`src/rtl/cosine_distance_engine.sv`:
```
// rtl/cosine_distance_engine.sv - fixed-point cos(x) by Horner-form Taylor series, scaled by v
// One shared WIDTH x WIDTH multiplier; two cycles per series term.
module cosine_distance_engine #(
   parameter int WIDTH = 16,
   parameter int FRAC  = 14,
   parameter int TERMS = 4
) (
   input  logic                    clk,
   input  logic                    rst,
   input  logic                    start,
   input  logic signed [WIDTH-1:0] x,
   input  logic signed [WIDTH-1:0] v,
   output logic                    busy,
   output logic                    done,
   output logic signed [WIDTH-1:0] cos_out,
   output logic signed [WIDTH-1:0] distance
);
   localparam int PW = 2 * WIDTH;

   function automatic int calc_c(input int k);
      int d;
      d = (2 * k - 1) * (2 * k);
      return ((1 << FRAC) + d / 2) / d;
   endfunction

   localparam logic signed [WIDTH-1:0] C1  = WIDTH'(calc_c(1));
   localparam logic signed [WIDTH-1:0] C2  = WIDTH'(calc_c(2));
   localparam logic signed [WIDTH-1:0] C3  = WIDTH'(calc_c(3));
   localparam logic signed [WIDTH-1:0] C4  = WIDTH'(calc_c(4));
   localparam logic signed [WIDTH-1:0] C5  = WIDTH'(calc_c(5));
   localparam logic signed [WIDTH-1:0] C6  = WIDTH'(calc_c(6));
   localparam logic signed [WIDTH-1:0] ONE = WIDTH'(1 << FRAC);

   typedef enum logic [2:0] {
      S_IDLE, S_SQUARE, S_MULA, S_MULB, S_SCALE, S_DONE
   } state_t;

   state_t                  r_state, w_next;
   logic signed [WIDTH-1:0] r_x, r_v, r_x2, r_t, r_acc;
   logic [2:0]              r_k;
   logic signed [WIDTH-1:0] w_coef, w_op_a, w_op_b;
   logic signed [PW-1:0]    w_prod, w_shift;
   logic signed [PW:0]      w_shift_ext, w_diff;
   logic signed [WIDTH-1:0] w_sat_shift, w_sat_diff;
   logic                    w_accept;

   function automatic logic signed [WIDTH-1:0] sat(input logic signed [PW:0] a);
      logic signed [PW:0] hi, lo;
      hi = '0;
      hi[WIDTH-2:0] = '1;
      lo = '1;
      lo[WIDTH-2:0] = '0;
      if (a > hi)      return hi[WIDTH-1:0];
      else if (a < lo) return lo[WIDTH-1:0];
      else             return a[WIDTH-1:0];
   endfunction

   assign w_accept = start && (r_state == S_IDLE || r_state == S_DONE);
   assign busy     = (r_state == S_SQUARE) || (r_state == S_MULA) ||
                     (r_state == S_MULB)   || (r_state == S_SCALE);

   always_ff @(posedge clk) begin
      if (rst) r_state <= S_IDLE;
      else     r_state <= w_next;
   end

   always_comb begin
      w_next = r_state;
      case (r_state)
         S_IDLE, S_DONE: if (start) w_next = S_SQUARE;
         S_SQUARE:       w_next = S_MULA;
         S_MULA:         w_next = S_MULB;
         S_MULB:         w_next = (r_k == 3'd1) ? S_SCALE : S_MULA;
         S_SCALE:        w_next = S_DONE;
         default:        w_next = S_IDLE;
      endcase
   end

   always_comb begin
      w_coef = C1;
      case (r_k)
         3'd2:    w_coef = C2;
         3'd3:    w_coef = C3;
         3'd4:    w_coef = C4;
         3'd5:    w_coef = C5;
         3'd6:    w_coef = C6;
         default: w_coef = C1;
      endcase
   end

   // Operand steering for the single shared multiplier
   always_comb begin
      w_op_a = '0;
      w_op_b = '0;
      case (r_state)
         S_SQUARE: begin w_op_a = r_x;  w_op_b = r_x;    end
         S_MULA:   begin w_op_a = r_x2; w_op_b = w_coef; end
         S_MULB:   begin w_op_a = r_t;  w_op_b = r_acc;  end
         S_SCALE:  begin w_op_a = r_v;  w_op_b = r_acc;  end
         default:  begin w_op_a = '0;   w_op_b = '0;     end
      endcase
   end

   assign w_prod      = w_op_a * w_op_b;
   assign w_shift     = w_prod >>> FRAC;
   assign w_shift_ext = {w_shift[PW-1], w_shift};
   assign w_diff      = $signed({{(PW+1-WIDTH){1'b0}}, ONE}) - w_shift_ext;
   assign w_sat_shift = sat(w_shift_ext);
   assign w_sat_diff  = sat(w_diff);

   always_ff @(posedge clk) begin
      if (rst) begin
         r_x      <= '0;
         r_v      <= '0;
         r_x2     <= '0;
         r_t      <= '0;
         r_acc    <= '0;
         r_k      <= '0;
         done     <= 1'b0;
         cos_out  <= '0;
         distance <= '0;
      end else begin
         if (w_accept) begin
            r_x  <= x;
            r_v  <= v;
            done <= 1'b0;
         end
         case (r_state)
            S_SQUARE: begin
               r_x2  <= w_sat_shift;
               r_acc <= ONE;
               r_k   <= 3'(TERMS);
            end
            S_MULA: r_t <= w_sat_shift;
            S_MULB: begin
               r_acc <= w_sat_diff;
               r_k   <= 3'(r_k - 3'd1);
            end
            S_SCALE: begin
               cos_out  <= r_acc;
               distance <= w_sat_shift;
               done     <= 1'b1;
            end
            default: ;
         endcase
      end
   end
endmodule

```
`config.mk`:
```
export PLATFORM = sky130hd
export DESIGN_NAME = cosine_distance_engine
export DESIGN_NICKNAME = d
export VERILOG_FILES = /design/src/rtl/cosine_distance_engine.sv
export SDC_FILE = /design/constraint.sdc
export NUM_CORES = 1
export LEC_CHECK = 0
export CORE_MARGIN = 1.5
export CORE_UTILIZATION = 45
export CTS_BUF_LIST = sky130_fd_sc_hd__clkbuf_8 sky130_fd_sc_hd__clkbuf_16
export CTS_CLUSTER_DIAMETER = 80
export DETAILED_ROUTE_END_ITERATION = 10
export PLACE_DENSITY_LB_ADDON = 0.1
export SYNTH_ARGS = -nofsm -noshare
export SYNTH_HDL_FRONTEND = slang
export SYNTH_SLANG_ARGS = --single-unit
```
`constraint.sdc`:
```
create_clock -name clk -period 20.4 [get_ports clk]
set_clock_uncertainty 0.15 [all_clocks]
set_input_delay 4.08 -clock clk [delete_from_list [all_inputs] [get_ports clk]]
set_output_delay 4.08 -clock clk [all_outputs]
set_load 0.05 [all_outputs]
```
==> impl_metrics.json <==
{
  "post-cts-setup-buffers": 0,
  "crit_start": "r_state[0]$_SDFFE_PP0P_",
  "port_buffers": 68,
  "ioPinCount": 69,
  "slew_violations": 0,
  "dp_hpwl_um": 39200,
  "p_leak_nw": 7.90,
  "yosys_most_used_dff": "dfxtp_1",
  "fin_crit_ns": 10.62,
  "dr.pass1.iters": 6,
  "grt_pass1_wl_um": 76300,
  "finalHoldViolCount": 0,
  "drtAntennaViolNets": 0,
  "rsz0062_at_grt": "false",
  "critPathLaunchType": "register",
  "yosys.area.top_type": "fa_1",
  "grt_util_all_layers": 0.280,
  "seqPwrFrac": 0.355,
  "combPwrFrac": 0.233,
  "clk_latency_ns": 0.42,
  "clock_path_buffers": 2,
  "cts_tree": "done",
  "stdcell_count": 2372,
  "power_switching_share": 0.346,
  "ys.warnings.count": 0,
  "postLayoutCellArea_um2": 17500,
  "first_iter_violations": 1142,
  "areaGrowthSynthToFinish_pct": 10.9,
  "cp.required_ns": 20.56,
  "fp.coreArea_um2": 34500,
  "worstSetupEndpointType": "register",
  "drc": 0,
  "gp_congestion": 0.978,
  "cp_common_cell": "fa_1",
  "synth_seq_area_share": 0.151,
  "synth.cell_area_um2": 15800,
  "cp.arrival_ns": 10.78,
  "ff_latch_area_um2": 2380,
  "num_rows": 68,
  "grt_max_degree": 97,
  "post-route-util": 0.506,
  "relSlewSlack": 0.268,
  "viasPerCell": 5.54,
  "fillers": 3402,
  "path_max_fanout": 23,
  "die_w_um": 190,
  "gr-total-overflow": 0,
  "ctsHoldBuffers": 0,
  "clkSlewWorstSetupHoldPaths_ns": 0.06,
  "routedWlPerCell_um": 20.6,
  "synth_top_area_frac": 0.332,
  "ys_ff_latch": 119,
  "dpl_cell_area_um2": 16900,
  "synthCells": 1875,
  "r2r_start": "r_state[0]$_SDFFE_PP0P_",
  "p_switching_w": 0.000251,
  "finalSetupTns_ns": 0,
  "synth_edf_count": 0,
  "numCtsBuffers": 17,
  "syn_avg_cell_area_um2": 8.40,
  "power.internal_w": 0.000475,
  "async_flop_share": 0,
  "yosys-top-cells-area": "fa_1 33%, dfxtp_1 15%, inv_1 8.0%, ha_1 6.8%, nor2_1 5.7%",
  "cp_slowest_cell": "dfxtp_1",
  "period_share": 0.521,
  "critPathMaxStageDelay_ns": 0.82,
  "multiInputGateArea_um2": 11800,
  "outcome": "finished clean",
  "synth_nets": 2257,
  "fin_nets": 2286,
  "setup_viol": 0,
  "clock-sinks": 119,
  "dp.cells": 2340,
  "criticalPathCategory": "reg2reg",
  "antenna_found_initial": 1,
  "final_layout_size_suffix_gt1_frac": 0.0579,
  "die_h_um": 190,
  "hold_path_startpoint": "distance[14]$_SDFFE_PP0N_",
  "post_cts_resized": 0,
  "num_vias": 13100,
  "wirelength_um": 48800,
  "clock-root-buffer": "clkbuf_16",
  "diodes": 0,
  "h-tree-depth": 4,
  "start_util": 0.456,
  "timing.fmax_ghz": 0.0942,
  "clock_power_share": 0.413,
  "ir_worst_vdd_mv": 0.0591,
  "die_area_um2": 36200,
  "worst_pin_slew_ns": 1.10,
  "cap_violations": 0,
  "yosysUniqueCellTypes": 79,
  "p_per_area_nw_per_um2": 41.5,
  "grt_pass1_vias": 13100,
  "min_path_type": "reg2reg"
}
[per-layer routing]
metal | routed length, um | track usage
met1 | 21000 | 0.381
met2 | 23100 | 0.461
met3 | 3190 | 0.0433
met4 | 1470 | 0.0833
met5 | 0 | 0
[logic make-up (layout without fill, tap and decap cells)]
| kind of cell | count (synthesis) | count (layout) | synth area share |
|---|---|---|---|
| AO/OA/AOI/OAI | 362 | 362 | 0.159 |
| XOR/XNOR | 36 | 36 | 0.0205 |
| adder cells (fa/ha/maj) | 347 | 347 | 0.400 |
| buffers and inverters | 427 | 469 | 0.104 |
| flip-flops | 119 | 119 | 0.151 |
| multiplexers | 12 | 12 | 0.00786 |
| AND/OR/NAND/NOR | 572 | 572 | 0.158 |
[cell usage after synthesis (4+ instances only)]
cell and number:
a211oi_1 52, a211oi_2 10, a21o_1 24, a21oi_1 121
a221o_1 15, a221oi_1 13, a22o_1 12, a22oi_1 5
a31oi_1 6, and2_1 13, and3_1 4, and4_1 5
buf_1 7, buf_2 7, clkbuf_1 74, dfxtp_1 119
fa_1 261, ha_1 86, inv_1 334, mux2i_1 9
nand2_1 214, nand2b_1 15, nand3_1 14, nand4_1 10
nor2_1 240, nor2b_1 9, nor3_1 13, o211ai_1 8
o21a_1 14, o21ai_0 31, o21ai_1 13, o21bai_1 5
or2_2 13, xnor2_1 23, xor2_1 12
[path summary, 6_finish.rpt]
kind	endpoint	slack [ns]	depth (start not counted)
hold reg to reg	distance[14]$_SDFFE_PP0N_	0.30	2
setup reg to reg	r_t[8]$_SDFFE_PP0P_	9.78	27
hold / removal	distance[14]$_SDFFE_PP0N_	0.30	2
setup / recovery	r_t[8]$_SDFFE_PP0P_	9.78	27
[power by group through the flow]
stage / clock (W) / sequential [W] / combinational [W]
global route: 0.000314 / 0.000258 / 0.000185
floorplan: 0 / 0.000256 / 0.000114
detailed placement: 0 / 0.000262 / 0.000167
CTS: 0.000303 / 0.000257 / 0.000168
finish: 0.000300 / 0.000258 / 0.000169
global placement: 0 / 0.000262 / 0.000167
[state kept, by name, summed over array words and instances (netlist names), 3 cells and up]
register	flops
distance	16
r_acc	16
r_x	16
r_state	3
r_t	16
r_x2	16
r_k	3
r_v	16
cos_out	16
[worst max-delay path: cells and delay by family, from the launching register on]
family	cells	cell delay (ns)
AOI/OAI and AO/OA	9	3.34
xor gates and xnor gates	1	0.57
DFF	1	0.82
adders and majority gates	7	3.46
buffers and inverters	5	0.43
and+or+nand+nor	5	1.73
[metrics by stage]
step                      total power [W]  worst slack [ns]  hold slack (ns)
final                            0.000726              9.78            0.302
after global routing             0.000757              9.17            0.326
after CTS                        0.000728              9.91            0.305
after detailed placement         0.000429              9.95            0.296
after global placement           0.000428             10.11            0.294
after floorplan                  0.000369             11.45            0.282
[cell type report]
class,instances,area share
tap,455,0.0326
sequential,119,0.136
clock inverter,14,0.00794
multi-input combinational,1329,0.673
timing repair buffer,102,0.0534
clock buffer,18,0.0251
inverter,335,0.0719
[cell usage in the layout, fill, tap and decap left out, types with 5 or more instances in the layout]
| cell type | n |
|---|---|
| a211oi_1 | 52 |
| a211oi_2 | 10 |
| a21o_1 | 24 |
| a21oi_1 | 121 |
| a221o_1 | 15 |
| a221oi_1 | 13 |
| a22o_1 | 12 |
| a22oi_1 | 5 |
| a31oi_1 | 6 |
| and2_1 | 13 |
| and4_1 | 5 |
| buf_4 | 35 |
| clkbuf_16 | 17 |
| clkdlybuf4s50_1 | 67 |
| dfxtp_1 | 119 |
| fa_1 | 261 |
| ha_1 | 86 |
| inv_1 | 334 |
| inv_6 | 6 |
| mux2i_1 | 9 |
| nand2_1 | 214 |
| nand2b_1 | 15 |
| nand3_1 | 14 |
| nand4_1 | 10 |
| nor2_1 | 239 |
| nor2b_1 | 9 |
| nor3_1 | 13 |
| o211ai_1 | 8 |
| o21a_1 | 14 |
| o21ai_0 | 31 |
| o21ai_1 | 13 |
| o21bai_1 | 5 |
| or2_2 | 13 |
| xnor2_1 | 23 |
| xor2_1 | 12 |
Power figures use the tool's default switching activity.
